## src/rtl/hex_tx_pkg.sv

```systemverilog
// Shared types and ASCII constants for the hex result formatter.
package hex_tx_pkg;

    typedef enum logic [2:0] {
        ST_IDLE,
        ST_SIGN,
        ST_DIGIT,
        ST_ERR,
        ST_CR,
        ST_LF
    } state_t;

    localparam logic [7:0] CHR_MINUS = 8'h2D;
    localparam logic [7:0] CHR_CR    = 8'h0D;
    localparam logic [7:0] CHR_LF    = 8'h0A;
    localparam logic [7:0] CHR_E     = 8'h45;
    localparam logic [7:0] CHR_R     = 8'h52;

    // Number of leading zero nibbles in the low ndig nibbles of w (ndig <= 16).
    function automatic int unsigned lead_zero_nibs(input logic [63:0] w, input int unsigned ndig);
        int unsigned n;
        logic        done;
        n    = 0;
        done = 1'b0;
        for (int i = 15; i >= 0; i--) begin
            if ((unsigned'(i) < ndig) && !done) begin
                if (w[i*4 +: 4] == 4'h0) begin
                    n++;
                end else begin
                    done = 1'b1;
                end
            end
        end
        return n;
    endfunction

endpackage

```

## src/rtl/hex_nib_ascii.sv

```systemverilog
// Nibble to uppercase ASCII hex digit; purely combinational.
module hex_nib_ascii (
    input  logic [3:0] nib,
    output logic [7:0] asc
);

    always_comb begin
        if (nib < 4'd10) begin
            asc = 8'h30 + {4'h0, nib};
        end else begin
            asc = 8'h37 + {4'h0, nib};
        end
    end

endmodule

```

## src/rtl/hex_tx_fmt.sv

```systemverilog
// Result word to ASCII hex byte stream ('-' / "ERR", digits, CR LF); HEX_LZS_EN skips leading zeros.
// Latency: first byte valid one cycle after capture, then one byte per accepted transfer.
// Backpressure: tx_data/tx_valid held until tx_ready; res_ready only while idle.
module hex_tx_fmt
    import hex_tx_pkg::*;
#(
    parameter int DATA_W = 32
) (
    input  logic              clk,
    input  logic              rst,
    input  logic              res_valid,
    output logic              res_ready,
    input  logic [DATA_W-1:0] res_data,
    input  logic              res_neg,
    input  logic              res_err,
    output logic [7:0]        tx_data,
    output logic              tx_valid,
    input  logic              tx_ready,
    output logic              busy
);

    localparam int NDIG  = DATA_W / 4;
    localparam int IDX_W = (NDIG > 1) ? $clog2(NDIG) : 1;

    state_t            state;
    state_t            nxt_state;
    logic [DATA_W-1:0] data_q;
    logic [IDX_W-1:0]  idx_q;
    logic [IDX_W-1:0]  nxt_idx;
    logic [IDX_W-1:0]  start_idx;
    logic [1:0]        cnt_q;
    logic [1:0]        nxt_cnt;
    logic              capture;
    logic              advance;
    logic              load;
    logic [3:0]        nib;
    logic [7:0]        asc;
    logic [7:0]        nxt_byte;

    assign capture = res_valid & res_ready;
    assign advance = tx_valid & tx_ready;
    // Output register refills when empty or when its byte is taken this edge.
    assign load    = (state != ST_IDLE) & (~tx_valid | tx_ready);

`ifdef HEX_LZS_EN
    int unsigned lz;

    always_comb begin
        lz = lead_zero_nibs(64'(res_data), unsigned'(NDIG));
        if (lz > unsigned'(NDIG - 1)) begin
            lz = unsigned'(NDIG - 1);
        end
        start_idx = IDX_W'(unsigned'(NDIG - 1) - lz);
    end
`else
    assign start_idx = IDX_W'(NDIG - 1);
`endif

    always_ff @(posedge clk) begin
        if (rst) begin
            state <= ST_IDLE;
        end else begin
            state <= nxt_state;
        end
    end

    always_comb begin
        nxt_state = state;
        nxt_idx   = idx_q;
        nxt_cnt   = cnt_q;
        case (state)
            ST_IDLE: begin
                if (capture) begin
                    nxt_idx = start_idx;
                    nxt_cnt = 2'd0;
                    if (res_err) begin
                        nxt_state = ST_ERR;
                    end else if (res_neg) begin
                        nxt_state = ST_SIGN;
                    end else begin
                        nxt_state = ST_DIGIT;
                    end
                end
            end
            ST_SIGN: begin
                if (advance) nxt_state = ST_DIGIT;
            end
            ST_DIGIT: begin
                if (advance) begin
                    if (idx_q == '0) begin
                        nxt_state = ST_CR;
                    end else begin
                        nxt_idx = idx_q - 1'b1;
                    end
                end
            end
            ST_ERR: begin
                if (advance) begin
                    if (cnt_q == 2'd2) begin
                        nxt_state = ST_CR;
                    end else begin
                        nxt_cnt = cnt_q + 2'd1;
                    end
                end
            end
            ST_CR: begin
                if (advance) nxt_state = ST_LF;
            end
            ST_LF: begin
                if (advance) nxt_state = ST_IDLE;
            end
            default: nxt_state = ST_IDLE;
        endcase
    end

    // The byte loaded is the one for the post-transition state, so it is
    // ready in the same edge that retires the previous byte.
    assign nib = data_q[{nxt_idx, 2'b00} +: 4];

    hex_nib_ascii u_nib_ascii (
        .nib (nib),
        .asc (asc)
    );

    always_comb begin
        res_ready = (state == ST_IDLE) & ~rst;
        busy      = (state != ST_IDLE);
        case (nxt_state)
            ST_SIGN:  nxt_byte = CHR_MINUS;
            ST_DIGIT: nxt_byte = asc;
            ST_ERR:   nxt_byte = (nxt_cnt == 2'd0) ? CHR_E : CHR_R;
            ST_CR:    nxt_byte = CHR_CR;
            ST_LF:    nxt_byte = CHR_LF;
            default:  nxt_byte = 8'h00;
        endcase
    end

    always_ff @(posedge clk) begin
        if (rst) begin
            data_q <= '0;
            idx_q  <= '0;
            cnt_q  <= 2'd0;
        end else begin
            idx_q <= nxt_idx;
            cnt_q <= nxt_cnt;
            if (capture) begin
                data_q <= res_data;
            end
        end
    end

    always_ff @(posedge clk) begin
        if (rst) begin
            tx_valid <= 1'b0;
            tx_data  <= 8'h00;
        end else if (load) begin
            tx_valid <= (nxt_state != ST_IDLE);
            tx_data  <= nxt_byte;
        end
    end

endmodule

```

## config.mk

```make
export PLATFORM = sky130hd
export DESIGN_NAME = hex_tx_fmt
export DESIGN_NICKNAME = d
export VERILOG_FILES = /design/src/rtl/hex_tx_pkg.sv /design/src/rtl/hex_nib_ascii.sv /design/src/rtl/hex_tx_fmt.sv
export SDC_FILE = /design/constraint.sdc
export NUM_CORES = 1
export LEC_CHECK = 0
export ABC_AREA = 1
export BUFFER_PORTS_ARGS = -buffer_cell sky130_fd_sc_hd__buf_2
export CAP_MARGIN = 15
export CELL_PAD_IN_SITES_DETAIL_PLACEMENT = 1
export CELL_PAD_IN_SITES_GLOBAL_PLACEMENT = 1
export CORE_MARGIN = 4
export CORE_UTILIZATION = 30
export DETAILED_ROUTE_END_ITERATION = 8
export GPL_TIMING_DRIVEN = 0
export PLACE_DENSITY_LB_ADDON = 0.1
export SYNTH_ARGS = -nofsm -noshare
export SYNTH_HDL_FRONTEND = slang
export SYNTH_SLANG_ARGS = --single-unit
```

## constraint.sdc

```tcl
create_clock -name clk -period 2.4 [get_ports clk]
set_input_delay 0.24 -clock clk [delete_from_list [all_inputs] [get_ports clk]]
set_output_delay 0.24 -clock clk [all_outputs]
set_load 0.01 [all_outputs]
```

# Yosys cells after proc, flatten, opt, wreduce, memory -nomap -nowiden
# Index checks and enable logic that the tools add are counted.
dict set report classes {
  bitwise_logic 7
  magnitude_cmp 1
  mul 0
  shift 1
  n_reduce_logical 5
  n_eq_ne 11
  n_addsub 4
  mux 22
  div 0
}
# operator n
set op_table {}
lappend op_table {{8-bit case mux with 5 select lines} 1}
lappend op_table {{3-bit 2-to-1 mux} 11}
lappend op_table {{32-bit by 6-bit indexed part select with 4-bit output} 1}
lappend op_table {{3-bit case mux with 6 select lines} 1}
lappend op_table {{6-bit by 4-bit adder with 7-bit output (first input constant)} 2}
lappend op_table {{3-bit by 2-bit == test with 1-bit output (second input constant)} 4}
lappend op_table {{3-bit == test (second input constant)} 4}
lappend op_table {{2-bit 2-to-1 mux} 5}
lappend op_table {{8-bit 2-to-1 mux} 1}
lappend op_table {{3-bit by 1-bit == test with 1-bit output (second input constant)} 2}
lappend op_table {{3-bit zero test} 2}
lappend op_table {{3-bit case mux with 2 select lines} 1}
lappend op_table {{3-bit nonzero test} 2}
lappend op_table {{5-bit 2-to-1 mux} 1}
lappend op_table {{1-bit AND} 4}
lappend op_table {{4-bit < comparator (second input constant)} 1}
lappend op_table {{2-bit case mux with 2 select lines} 1}
lappend op_table {{3-bit by 1-bit subtractor with 3-bit output (second input constant)} 1}
lappend op_table {{2-bit by 1-bit adder with 2-bit output (second input constant)} 1}
lappend op_table {{2-bit == test (second input constant)} 1}
lappend op_table {{2-bit zero test} 1}
lappend op_table {{1-bit NOT} 2}
lappend op_table {{1-bit OR} 1}
dict set report totals {
  latch_bits 0
  output_inout_bits 11
  romBits 0
  mem_count 0
  ram_bits 0
  in_bits 38
  register_bits 49
  elab_cells 57
}

# Longest topological paths before layout
# Gate-level depths: netlist of the first run.
dict set report logic_depth {
  word_depth 9
  depth_mapped 23
  depth_no_buf 22
}

# Hierarchy
# A second synthesis of the first run with hierarchy kept.
dict set report hier_totals {
  cells_unflattened 392
  hier_area_um2 2643.8
}
# mod cells_per_inst n_inst area_each_um2 seq_area_each_um2
set by_module_without_submodules {}
lappend by_module_without_submodules {hex_tx_fmt 367 1 2519.9 980.9}
lappend by_module_without_submodules {hex_nib_ascii 25 1 123.9 0.0}

# Worst setup path before layout of the first run
# Ideal clock, no wire load.
dict set report synth_timing {
  path_kind {register to register}
  from {register idx_q[0]}
  to {register tx_data[4]}
  slack_ns 0.067
  n_path_buf 1
  setup_ns 0.132
  period_less_slack_ns 2.333
  arrival_ns 2.200
  path_stages_with_launch 21
  required_time_ns 2.268
  cell_sequence {dfxtp_1 > inv_1 > ha_1 > nand2_1 > nand2_2 > o21ai_4 > nand3_2 > buf_4 > a21oi_1 > o21ai_1 > nand2_1 > nand2_1 > nand2_1 > inv_2 > ha_1 > nand2_1 > inv_2 > nor2_2 > o21bai_1 > nand2_1 > a21oi_1}
}
dict set report synth_between {
  elab_chain_cells 8
  word_cells_on_any_way 20
  cone_classes {add/sub (3); order compare (1); eq/ne (5); shift (1); mux (9); reduce/logical (1)}
}
# item line
set synth_lines {}
lappend synth_lines {{start: declaration} hex_tx_fmt.sv:28} ;# logic [IDX_W-1:0] idx_q;
lappend synth_lines {{start signal: assignment} hex_tx_fmt.sv:144} ;# idx_q <= nxt_idx;
lappend synth_lines {{3-bit by 1-bit subtractor with 3-bit output / 3-bit zero test (equally long branches)} {hex_tx_fmt.sv:93, hex_tx_fmt.sv:90}}
lappend synth_lines {{3-bit 2-to-1 mux} hex_tx_fmt.sv:90} ;# if (idx_q == '0) begin
lappend synth_lines {{3-bit 2-to-1 mux} hex_tx_fmt.sv:89} ;# if (advance) begin
lappend synth_lines {{3-bit case mux with 2 select lines} hex_tx_fmt.sv:71} ;# case (state)
lappend synth_lines {{32-bit by 6-bit indexed part select with 4-bit output} hex_tx_fmt.sv:118} ;# assign nib = data_q[{nxt_idx, 2'b00} +: 4];
lappend synth_lines {{6-bit by 4-bit adder with 7-bit output (tied with other cells)} hex_nib_ascii.sv:11} ;# asc = 8'h37 + {4'h0, nib};
lappend synth_lines {{8-bit 2-to-1 mux} hex_nib_ascii.sv:8} ;# if (nib < 4'd10) begin
lappend synth_lines {{8-bit case mux with 5 select lines (*)} hex_tx_fmt.sv:128} ;# case (nxt_state)
lappend synth_lines {{end signal: assignment} hex_tx_fmt.sv:158} ;# tx_data <= nxt_byte;
lappend synth_lines {{end: declaration} hex_tx_fmt.sv:16} ;# output logic [7:0] tx_data,
# Mark *: on every way between the ends. The rest lies on a longest branch, timed or not.
# A chain may end at the register's enable or synchronous reset.

# Final worst setup path of the first run
dict set report layout_timing {
  from {register state[1]}
  to {register tx_data[2]}
}
dict set report layout_between {
  elab_chain_cells 9
  word_cells_on_any_way 36
  cone_classes {add/sub (2); order compare (1); eq/ne (10); shift (1); mux (16); bitwise (3); reduce/logical (3)}
}
# item line
set layout_lines {}
lappend layout_lines {{start: declaration} hex_tx_fmt.sv:25} ;# state_t state;
lappend layout_lines {{start signal: assignment} hex_tx_fmt.sv:63} ;# state <= nxt_state;
lappend layout_lines {{3-bit zero test} {hex_tx_fmt.sv:71, hex_tx_fmt.sv:126}}
lappend layout_lines {{1-bit AND} hex_tx_fmt.sv:126} ;# res_ready = (state == ST_IDLE) & ~rst;
lappend layout_lines {{1-bit AND} hex_tx_fmt.sv:40} ;# assign capture = res_valid & res_ready;
lappend layout_lines {{3-bit 2-to-1 mux} hex_tx_fmt.sv:73} ;# if (capture) begin
lappend layout_lines {{3-bit case mux with 2 select lines} hex_tx_fmt.sv:71}
lappend layout_lines {{32-bit by 6-bit indexed part select with 4-bit output} hex_tx_fmt.sv:118}
lappend layout_lines {{6-bit by 4-bit adder with 7-bit output (tied with other cells)} hex_nib_ascii.sv:11}
lappend layout_lines {{8-bit 2-to-1 mux} hex_nib_ascii.sv:8}
lappend layout_lines {{8-bit case mux with 5 select lines} hex_tx_fmt.sv:128}
# Parallel ways exist; a longest one is shown, timed or not.

==> impl_metrics.yaml, run 1 <==
power_and_ir_drop:
  swShare_pct: 37.4
  powerDensity_nw_per_um2: 661
  p_leak_nw: 1.56
  internal_power_mw: 1.40
  seqPwrFrac_pct: 40.4
  p_sw_mw: 0.833
  clkPwrFrac_pct: 22.8
  comb_power_share_pct: 36.8
  ir_drop_mv: 0.220
clock_network:
  numClockSinks: 48
  root_buffer: "clkbuf_8"
  path_clk_slew_ns: 0.09
  cts_buffer_depth: 2
  cts_tree: "done"
  htree_levels: 2
  clkLatencyLatePin_ns: 0.32
  numCtsBuffers: 5
sta:
  setup_viol: 0
  slew-limit-headroom_pct: 65.1
  fin_ws_ns: 0.0453
  fmax_ghz: 0.425
  worstMarginPinSlew_ns: 0.524
  fin_crit_sh_pct: 98.1
  fin_crit_ns: 2.35
  finalClockSkew_ns: 0.0110
  drv_slew: 0
  rsz0062_at_grt: "true"
  tns_ns: 0
  hold_viol_final: 0
yosys:
  synthCells: 381
  synth_top_area_cell: "dfxtp_1"
  synth_top_area_share_pct: 36.9
  synthFlopType: "dfxtp_1"
  synthesis.nets: 424
  synth_seq_area_share_pct: 36.9
  synth_warnings: 0
  postSynthAreaPerCell_um2: 6.83
  async_reset_ff_share_pct: 0
  ys_ff_latch: 48
  synthDistinctLibCells: 31
  yosysMostFrequentCell: "nand2_1"
  synth_edf_count: 0
  ys_top_cells_by_count: "nand2_1 (80), dfxtp_1 (48), inv_1 (48)"
  synth_area_um2: 2600
  yosys-top-cells-area: "dfxtp_1 (37%), nand2_1 (12%), nand3_1 (7.3%), a21oi_1 (6.9%), inv_1 (6.9%)"
final_layout:
  final_nets: 496
  finalInstanceArea_um2: 3370
  diodes: 0
  area_delta_synth_final_pct: 29.7
  drive_above_1_share_pct: 31.1
  nFillCells: 1083
worst_setup_path:
  end_kind: "flip-flop"
  cp_top_family: "simple AND/OR/NAND/NOR gates"
  crit_fanout: 10
  critPathBufInv: 4
  cp_data_required_time_ns: 2.61
  worstPathArrival_ns: 2.56
  start_kind: "flip-flop"
  cpPeakStageDelay_ns: 0.40
  cp_slowest_cell: "dfxtp_2"
  path_class: "reg -> reg"
  crit_chain: "inv_1 -> nand4_4 -> buf_4 -> inv_2 -> o21ai_0 -> nand4_1 -> inv_1 -> nor2_1 -> a221oi_2 -> nand2_1 -> nand2_1 -> a21oi_2"
placement:
  gp_congestion: 0.803
  place.port_buffers: 46
  place_ws_ns: -0.329
  place_area_um2: 2960
  hpwl_um: 6030
route:
  drt_iter0_drc: 63
  firstDrtPassIters: 4
  num_vias: 2703
  totalWireLength_um: 8250
  vias_per_cell: 4.84
  postRouteAntennaNets: 0
  wl_per_cell_um: 14.8
  remaining_drc_errors: 0
outcome:
  status: "completed"
die:
  fp.dieW_um: 101
  num_rows: 33
  ios: 49
  die_h_um: 101
  core_area_um2: 8340
  die_area_um2: 10200
  initial_core_util_pct: 31.2
global_routing:
  antenna_found_initial: 0
  grt_pass1_vias: 2785
  grt_max_degree: 15
  grt_overflow: 0
  track_usage_pct: 16.5
  grt_pass1_wl_um: 13500
worst_hold_path:
  hold_path.class: "in -> reg"
job:
  drv_cap: 0
## timing repair
item,CTS,global route
buffers inserted,10,8
hold buffers,0,0
gates resized for setup,22,31
gates cloned,1,0
pin swaps,9,17
endpoints found under the setup margin,7,7
## path summary, 6_finish.rpt
check | slack [ns] | to | start | depth (start not counted)
max reg2reg | 0.05 | tx_data[2]$_SDFFE_PP0P_ | state[1]$_SDFF_PP0_ | 12
min reg2reg | 0.47 | tx_data[4]$_SDFFE_PP0P_ | tx_data[4]$_SDFFE_PP0P_ | 2
max | 0.05 | tx_data[2]$_SDFFE_PP0P_ | state[1]$_SDFF_PP0_ | 12
min | 0.12 | data_q[16]$_SDFFE_PP0P_ | res_data[16] | 3
## stage by stage
step                total power, mW  std cells  utilization, %  hold slack, ns
CTS                            2.14        551            38.4           0.113
finish                         2.23        559            40.4           0.119
detailed placement             1.56        532            35.5           0.443
global placement               1.55        532            35.5           0.433
floorplan                      1.37        381               -           0.350
global route                   2.38        559            40.4           0.113
## sequential cells by signal, indices dropped and copies added, names as in the netlist
signal    count
cnt_q         2
idx_q         3
tx_valid      1
state         3
tx_data       7
data_q       32
## cells by family (layout without fill, tap and decap cells)
group           after synthesis  after routing  share of synthesized area, %
compound gates               76             76                          16.0
fa+ha+maj                     5              5                          2.41
buf+inv                      73            146                          11.6
flops                        48             48                          36.9
other cells                   1              1                         0.144
simple gates                178            178                          32.9
## area by class of cell
cell class | count | area, µm² | share of cell area, %
well taps | 105 | 131 | 3.89
inverters | 54 | 205 | 6.08
multi-input cells | 260 | 1490 | 44.3
repair buffers | 65 | 377 | 11.2
clock buffers | 7 | 76.3 | 2.26
clock inverters | 1 | 8.76 | 0.260
flip-flops and latches | 48 | 967 | 28.7
plain buffers | 19 | 115 | 3.41
## routing by layer
layer | vias up | track usage [%] | part of all wire (%)
met1 | 1274 | 21.7 | 48
met4 | 0 | 3.99 | 1.0
li1 | 1389 | - | -
met3 | 7 | 2.49 | 2.6
met5 | - | 0 | 0
met2 | 33 | 28.5 | 49
## cells in the final DEF (no fill, tap or decap), drive strengths merged
cell,instances
inv,53
o221ai,1
a21oi,38
o211ai,3
nand3,41
nand4,16
buf,76
clkbuf,15
nor3,6
clkinv,2
dfxtp,48
a221oi,1
nor2,27
o21bai,1
nand2,88
conb,1
o21ai,32
ha,5
## worst min-delay path: cells and delay by family
family / cells / cell delay (ns)
and+or+nand+nor: 2 / 0.09
buffers and inverters: 1 / 0.07
## power by group through the flow
stage	Clock [mW]	Sequential (mW)	Combinational, mW
6_report	0.508	0.902	0.820
5_1_grt	0.554	0.911	0.912
4_1_cts	0.523	0.902	0.718
3_5_place_dp	0	0.918	0.643
3_3_place_gp	0	0.916	0.629
2_1_floorplan	0	0.915	0.454
(Power assumes the default switching activity.)
==> run 2, diff against run 1 <==
Settings changed: SYNTH_HIERARCHICAL from default to 1.
==> impl_metrics.yaml, run 2 <==
clock_network:
  htree_levels: 2
  numClockSinks: 49
  cts_tree: "done"
  path_clk_slew_ns: 0.10
  cts_buffer_depth: 2
  clkLatencyLatePin_ns: 0.31
  numCtsBuffers: 5
  root_buffer: "clkbuf_8"
placement:
  place_ws_ns: -0.495
  dp.cells: 545
  hpwl_um: 6020
  place_area_um2: 3020
  place.port_buffers: 48
  gp_congestion: 0.822
global_routing:
  track_usage_pct: 16.8
  grt_max_degree: 15
  antenna_found_initial: 0
  grt_pass1_vias: 2828
  grt_overflow: 0
  grt_pass1_wl_um: 13800
job:
  drv_cap: 0
final_layout:
  final_common_cell: "nand2_1"
  area_delta_synth_final_pct: 30.5
  nFillCells: 1081
  finalInstanceArea_um2: 3450
  max_flop_register: "data_q"
  diodes: 0
  largest_reg_flops: 32
  stdcell_count: 570
  final_nets: 509
  reg_top3: "data_q: 32 flops, tx_data: 8 flops"
  drive_above_1_share_pct: 28.2
  final_util_pct: 41.2
  layout_common_cells: "nand2_1 (105), buf_2 (49), dfxtp_1 (45)"
route:
  postRouteAntennaNets: 0
  totalWireLength_um: 8390
  wl_per_cell_um: 14.7
  vias_per_cell: 4.79
  remaining_drc_errors: 0
  num_vias: 2733
  drt_iter0_drc: 49
  firstDrtPassIters: 5
worst_setup_path:
  crit_chain: "inv_6 -> ha_4 -> inv_2 -> nor2_2 -> nor2_2 -> nand2_2 -> buf_4 -> buf_4 -> a21oi_4 -> o211ai_1 -> nand2_1 -> o21a_1 -> inv_1 -> ha_4 -> nand3b_1 -> nand2_1 -> nand2_1 -> nand3_1 -> nand2_1 -> a21oi_1"
  start_kind: "flip-flop"
  cp_slowest_cell: "dfxtp_4"
  cp_data_required_time_ns: 2.65
  worstPathArrival_ns: 3.02
  cpPeakStageDelay_ns: 0.38
  path_class: "reg -> reg"
  end_kind: "flip-flop"
  crit_fanout: 5
  critPathMostFrequentCell: "nand2_1"
  ff2ff_setup_slack_ns: -0.37
die:
  die_h_um: 102
  core_area_um2: 8380
  fp.dieW_um: 102
  num_rows: 33
  initial_core_util_pct: 31.5
  die_area_um2: 10400
  ios: 49
outcome:
  failed_checks: "setup timing"
  status: "finished with violations"
sta:
  fmax_ghz: 0.361
  finalClockSkew_ns: 0.00589
  fin_crit_sh_pct: 115
  drv_slew: 0
  rsz0062_at_grt: "true"
  fin_ws_ns: -0.368
  slew-limit-headroom_pct: 57.4
  whs_ns: 0.116
  fin_crit_ns: 2.77
  worstMarginPinSlew_ns: 0.640
  hold_viol_final: 0
  tns_ns: -1.73
  setup_viol: 7
worst_hold_path:
  hold_path.class: "in -> reg"
yosys:
  synth_warnings: 6
  postSynthAreaPerCell_um2: 6.74
  synth_edf_count: 0
  synthCells: 392
  synth_top_area_share_pct: 37.1
  ys_top_cells_by_count: "nand2_1 (109), dfxtp_1 (49), inv_1 (41)"
  synthDistinctLibCells: 29
  yosys-top-cells-area: "dfxtp_1 (37%), nand2_1 (15%), nand3_1 (7.0%), inv_1 (5.8%), a21oi_1 (5.5%)"
  synthesis.nets: 436
  synthFlopType: "dfxtp_1"
  yosysMostFrequentCell: "nand2_1"
  synth_area_um2: 2640
  synth_top_area_cell: "dfxtp_1"
  async_reset_ff_share_pct: 0
  synth_seq_area_share_pct: 37.1
  ys_ff_latch: 49
power_and_ir_drop:
  total_power_mw: 2.74
  ir_drop_mv: 0.297
  powerDensity_nw_per_um2: 795
  p_leak_nw: 1.61
run 2: cell type report:
class	count	area, µm²	area share, %
multi-input combinational	280	1560	45.1
timing repair buffer	65	402	11.6
inverter	49	194	5.62
clock inverter	1	7.51	0.218
clock buffer	6	82.6	2.39
tap	105	131	3.81
sequential	49	988	28.6
buffer	15	87.6	2.54
run 2: worst max-delay path, delay by kind of cell, from the launching register on:
| kind | cells | cell delay [ns] |
|---|---|---|
| compound gates | 4 | 0.63 |
| fa+ha+maj | 2 | 0.40 |
| buf+inv | 5 | 0.48 |
| flops | 1 | 0.38 |
| simple gates | 9 | 0.80 |
run 2: path summary, 6_finish.rpt:
kind	endpoint	from	depth (start not counted)
hold reg to reg	data_q[20]$_SDFFE_PP0P_	data_q[20]$_SDFFE_PP0P_	2
hold / removal	data_q[26]$_SDFFE_PP0P_	res_data[26]	3
setup / recovery	tx_data[1]$_SDFFE_PP0P_	idx_q[1]$_SDFF_PP0_	20
setup reg to reg	tx_data[1]$_SDFFE_PP0P_	idx_q[1]$_SDFF_PP0_	20
run 2: kinds of logic after synthesis:
kind of cell / after synthesis / share of synthesized area [%]
simple gates: 193 / 32.4
compound gates: 79 / 18.0
buf+inv: 64 / 9.56
flops: 49 / 37.1
fa+ha+maj: 6 / 2.84
other cells: 1 / 0.142
run 2: report_power, final:
part	internal (mW)	switching [mW]
Combinational	0.497	0.747
Sequential	0.911	0.0606
Clock	0.229	0.299
Total	1.64	1.11
run 2: metal layers:
metal / wire (µm) / track usage [%]
met1: 3790 / 21.0
met2: 4210 / 29.4
met3: 202 / 2.59
met4: 195 / 5.65
met5: 0 / 0
run 2: repair_timing:
item,CTS,global route
gates resized for setup,27,23
cloned,2,1
hold buffers,0,0
buffers inserted,9,6
pin swaps,8,17
endpoints found under the setup margin,7,7
